[src/rtl/ret_pkg.sv]
// Shared types and helpers for the retention lockstep checker.
package ret_pkg;

  typedef enum logic [2:0] {
    ST_RUN         = 3'd0,
    ST_SUSP_WAIT   = 3'd1,
    ST_RESTORE     = 3'd2,
    ST_SUSPENDED   = 3'd3,
    ST_RESUME_WAIT = 3'd4,
    ST_SETTLE      = 3'd5
  } lc_state_e;

  localparam int unsigned SETTLE_W  = 8;
  localparam int unsigned MAX_CH_W  = 64;
  localparam int unsigned MAX_BUS_W = 2048;

  // Extract channel idx of width w from a packed channel bus (caller narrows the result).
  function automatic logic [MAX_CH_W-1:0] ch_slice(input logic [MAX_BUS_W-1:0] bus,
                                                   input int unsigned idx,
                                                   input int unsigned w);
    return MAX_CH_W'(bus >> (idx * w));
  endfunction

endpackage

[src/rtl/ret_first_capture.sv]
// Priority-encodes the lowest mismatching channel and latches the first failure.
module ret_first_capture
  import ret_pkg::*;
#(
  parameter  int unsigned NUM_CH = 4,
  parameter  int unsigned CH_W   = 32,
  localparam int unsigned IDX_W  = (NUM_CH > 1) ? $clog2(NUM_CH) : 1
) (
  input  logic                   clk_i,
  input  logic                   rst_i,
  input  logic                   clr,
  input  logic [NUM_CH-1:0]      raw,
  input  logic [NUM_CH*CH_W-1:0] gold,
  input  logic [NUM_CH*CH_W-1:0] test,
  output logic                   first_valid,
  output logic [IDX_W-1:0]       first_ch,
  output logic [CH_W-1:0]        first_gold,
  output logic [CH_W-1:0]        first_test
);

  logic [IDX_W-1:0] sel;
  logic [CH_W-1:0]  sel_gold;
  logic [CH_W-1:0]  sel_test;

  // Descending scan so the lowest set index is the last one written.
  always_comb begin
    sel = '0;
    for (int k = NUM_CH - 1; k >= 0; k--) begin
      if (raw[k]) sel = IDX_W'(k);
    end
  end

  assign sel_gold = CH_W'(ch_slice(MAX_BUS_W'(gold), 32'(sel), CH_W));
  assign sel_test = CH_W'(ch_slice(MAX_BUS_W'(test), 32'(sel), CH_W));

  always_ff @(posedge clk_i or posedge rst_i) begin
    if (rst_i) begin
      first_valid <= 1'b0;
      first_ch    <= '0;
      first_gold  <= '0;
      first_test  <= '0;
    end else if (clr) begin
      first_valid <= 1'b0;
      first_ch    <= '0;
      first_gold  <= '0;
      first_test  <= '0;
    end else if (|raw && !first_valid) begin
      first_valid <= 1'b1;
      first_ch    <= sel;
      first_gold  <= sel_gold;
      first_test  <= sel_test;
    end
  end

endmodule

[config.mk]
export PLATFORM = sky130hd
export DESIGN_NAME = ret_first_capture
export DESIGN_NICKNAME = d
export VERILOG_FILES = /design/src/rtl/ret_pkg.sv /design/src/rtl/ret_first_capture.sv
export SDC_FILE = /design/constraint.sdc
export NUM_CORES = 1
export LEC_CHECK = 0
export BUFFER_PORTS_ARGS = -buffer_cell sky130_fd_sc_hd__buf_2
export CORE_AREA = 5 5 126 128
export DETAILED_ROUTE_END_ITERATION = 12
export DIE_AREA = 0 0 131 133
export GPL_TIMING_DRIVEN = 0
export MAX_ROUTING_LAYER = met4
export PLACE_DENSITY_LB_ADDON = 0.05
export SLEW_MARGIN = 40
export SYNTH_ARGS = -nofsm -noshare
export SYNTH_HDL_FRONTEND = slang
export SYNTH_SLANG_ARGS = --single-unit
[constraint.sdc]
create_clock -name clk_i -period 5.8 [get_ports clk_i]
set_input_delay 1.16 -clock clk_i [delete_from_list [all_inputs] [get_ports clk_i]]
set_output_delay 1.16 -clock clk_i [all_outputs]
set_load 0.01 [all_outputs]
Yosys cells after proc, flatten, opt, wreduce, memory -nomap -nowiden
Cells that the tools add are included.
- shifts and indexed selects: 2
- mux-type cells: 12
- reduce and logical (&&, ||, !) cells: 4
- operators by type and width (kind ; count):
    >> shifter 128 x 7 -> 32 bit ; 2
    2-to-1 mux 32 bit ; 4
    2-to-1 mux 2 bit ; 6
    OR reduction 4 bit ; 1
    2-to-1 mux 1 bit ; 2
    nonzero test 2 bit ; 1
    logical AND 1 bit ; 1
    logical NOT 1 bit ; 1
- bits of input ports: 263
- register bits after elaboration: 67

Logic depth before layout (Yosys ltp)
- word-level depth: 7
- gate-level depth with buffers: 6
- gate-level depth less buffers: 4

Worst setup path after synthesis
OpenSTA, ideal clock, no wires.
- path kind: input port to flip-flop
- start point: input raw[1]
- end point: register first_gold[0]
- library setup time: 0.122 ns
- arrival: 2.051 ns
- path slack: 3.627 ns
- path buffers: 2
- cell stages on the path: 5
- cell sequence: nor4_4 > nor3_1 > buf_2 > buf_6 > a32o_1
- cells in the longest elaborated chain, start to end: 5
- elaborated cells between the ends (all ways): 8
- classes of those cells: 1 x shift; 4 x mux; 3 x reduce/logical
- RTL lines (item ; line ; RTL):
    start: declaration ; ret_first_capture.sv:12 ; input logic [NUM_CH-1:0] raw,
    2-to-1 mux 2 bit (2 in series) ; ret_first_capture.sv:29 ; if (raw[k]) sel = IDX_W'(k);
    >> shifter 128 x 7 -> 32 bit ; ret_pkg.sv:21 ; return MAX_CH_W'(bus >> (idx * w));
    2-to-1 mux 32 bit ; ret_first_capture.sv:47 ; end else if (|raw && !first_valid) begin
    2-to-1 mux 32 bit ; ret_first_capture.sv:42 ; end else if (clr) begin
    end signal: assignment ; ret_first_capture.sv:50 ; first_gold <= sel_gold;
    end: declaration ; ret_first_capture.sv:17 ; output logic [CH_W-1:0] first_gold,
Several ways; a longest one is shown, not always the timed one. The select of a mux whose other input is x is not followed.
A chain may end at the register's enable or synchronous reset.

Final worst setup path
- start point: input raw[0]
- end point: register first_test[25]
- cells in the longest elaborated chain, start to end: 4
- elaborated cells between the ends (all ways): 7
- classes of those cells: 1 x shift; 3 x mux; 3 x reduce/logical
- RTL lines (item ; line ; RTL):
    2-to-1 mux 2 bit ; ret_first_capture.sv:29 ;
    >> shifter 128 x 7 -> 32 bit ; ret_pkg.sv:21 ;
    2-to-1 mux 32 bit ; ret_first_capture.sv:47 ;
    2-to-1 mux 32 bit ; ret_first_capture.sv:42 ;
    end signal: assignment ; ret_first_capture.sv:51 ; first_test <= sel_test;
    end: declaration ; ret_first_capture.sv:18 ; output logic [CH_W-1:0] first_test
Several ways; a longest one is shown, not always the timed one. The select of a mux whose other input is x is not followed.

==> metrics.txt <==
CTS tree built; GPL Wtd Cong roughly 0.78; Post-CTS Hold Fix Bufs 0; # port buffers 329; Worst slew margin 0.594; maximum operating frequency 423 MHz; largest net degree at the start of global routing 36; synth warn 0; Pins Over Slew Limit 0; Routed Antenna Nets 0; cell taking the most area after synthesis dfrtp_1; Post-CTS Resized 0; crit-path leading delay family buffers and inverters; Hold WS 0.484 ns; DR pass1 iterations 4; Wirelength per Cell between 15 and 20 um; non-filler cells, final roughly 900; R2R Setup Slk between 4 and 5 ns; # IOs 330; pwr dens roughly 230 mW/mm^2; Post-DP HPWL roughly 14,000 um; Cell Area, Synth around 0.0039 sq mm; Max-Cap Viols 0; Die X roughly 130 um; Netlist cell types 19; layout cell share with drive strength beyond 1 0.520; CORE AREA about 0.015 sq mm; top post-synthesis cells by area dfrtp_1 43%, a32o_1 16%, o22a_1 14%; maximum vdd drop about 93 uV; initial antenna violation count 1; Tcrit/Tclk final 0.407; Post-DP Area between 0.005 and 0.006 sq mm; vias per cell a little over 5; CTS H-tree lvls 3; Rows between 40 and 50; cell count after placement 908; Critical-path top delay cell clkbuf_1; crit-path cells buf_2 > nor2_1 > buf_4 > clkbuf_1 > nand2_1 > a32o_1; Final Instance Area between 0.006 and 0.007 sq mm; WP buf/inv 3; Syn Area/Cell 10.1 sq um; leakage between 3 and 4 nW; hold path endpoint first_gold[23]; pre-CTS WS slightly above 3 ns; Worst EP arrival roughly 2.6 ns; area share of the largest cell type after synthesis 0.426; DR vias about 4,700; Residual DRC 0; Clock Skews ~0.0035 ns; Worst Setup Slack, final about 3.4 ns; worst r2r src first_valid; P&R area growth vs syn 55.6%; Clk Latency, worst-skew pair about 0.33 ns; Final Critical Period 2.36 ns; Num CTS Buffers 9; Crit path required time 6.02 ns; Final TNS setup 0 ns; # clock sinks 67; startpoint types primary input; number of fill cells roughly 1,600; final setup fails 0; Worst-Margin Slew about 0.6 ns; drt total wl 17,900 um; post-CTS setup buffers 0; Total GRT Usage 0.201; vias in the first global route about 5,000; status finished clean; Net Count, Synth between 600 and 700; commonest non-fill, non-tap cell in the layout buf_2; Final Util 0.416; Die Span Y 133 um; nets about 990; synthesis-stage register bit count 67; clock root buffer clkbuf_16; post-synthesis sequential area ratio 0.426; first-pass GRT wire length 26,300 um; power consumption 1.40 mW; Worst-path clk slew around 0.050 ns; total congestion overflow 0; CP max stage delay between 0.4 and 0.5 ns; Worst Hold Depth 1; hold wc startpoint first_gold[23]; Die ar. 0.0174 sq mm; most frequent cells in the layout 344 x buf_2, 67 x dfrtp_1; cells after synthesis 390; DRT iter0 DRCs ~110; Final Hold Vio Count 0; type of the tightest min-delay check flip-flop to flip-flop; Reg2Reg Depth 4; R2R Path End first_test[27]; Longest Clk Path Bufs 2; RSZ-0062 raised after global routing no; Worst Setup End Kind flip-flop; crit path kind primary input to flip-flop; Starting Density 0.267; Crit Path Max Fanout 10
==> final cells by class <==
class	count	area, sq um	area share
well taps	188	235	0.0384
clock buffers	13	270	0.0441
diodes	1	2.50	0.000408
inverters	4	20.0	0.00327
plain buffers	47	297	0.0484
clock inverters	2	10.0	0.00163
flip-flops and latches	67	1680	0.274
multi-input cells	272	1950	0.318
repair buffers	330	1670	0.272
==> power breakdown <==
| group | switching, mW | internal, mW |
|---|---|---|
| clock network | 0.191 | 0.320 |
| logic | 0.182 | 0.181 |
| registers | 0.0201 | 0.506 |
| total | 0.393 | 1.01 |
==> metal layers <==
| metal | global-route usage | vias up | part of all wire |
|---|---|---|---|
| met5 | - | - | 0 |
| met3 | 0.0327 | 18 | 0.078 |
| met1 | 0.241 | 2201 | 0.41 |
| met2 | 0.342 | 213 | 0.49 |
| met4 | 0.0634 | 0 | 0.014 |
| li1 | - | 2282 | - |
==> cells in the mapped netlist, drive strengths merged <==
cell    instances
dfrtp          67
nand2b          2
nor2            7
nor4            1
a32o           64
nand2          64
a21oi           3
buf            32
o22ai          64
a22o            1
clkbuf         15
nor3            2
o22a           64
inv             4
==> kinds of logic after synthesis <==
family / Yosys count / share of synthesized area
flip-flops: 67 / 0.426
AO/OA/AOI/OAI: 196 / 0.415
buffers and inverters: 51 / 0.0791
AND/OR/NAND/NOR: 76 / 0.0800
==> worst max path at each step <==
stage / end / from / cells past startpoint / slack, ns
global placement: first_test[2] / rst_i / 2 / 1.90
global route: first_test[25] / raw[0] / 6 / 3.31
detailed placement: first_test[25] / raw[0] / 6 / 3.05
CTS: first_test[25] / raw[0] / 6 / 3.40
floorplan: first_ch[0] / rst_i / 1 / 2.96
finish: first_test[25] / raw[0] / 6 / 3.44
==> worst register-to-register path: stages (launching register included) <==
cell     delay [ns]
dfrtp_1        0.43
nor3_1         0.23
buf_2          0.34
buf_6          0.20
a32o_1         0.16
==> registers in the layout (all words and copies together), names as in the netlist <==
name,count
first_ch,2
first_valid,1
first_gold,32
first_test,32
Note: power is estimated with default switching activity, not from simulation.
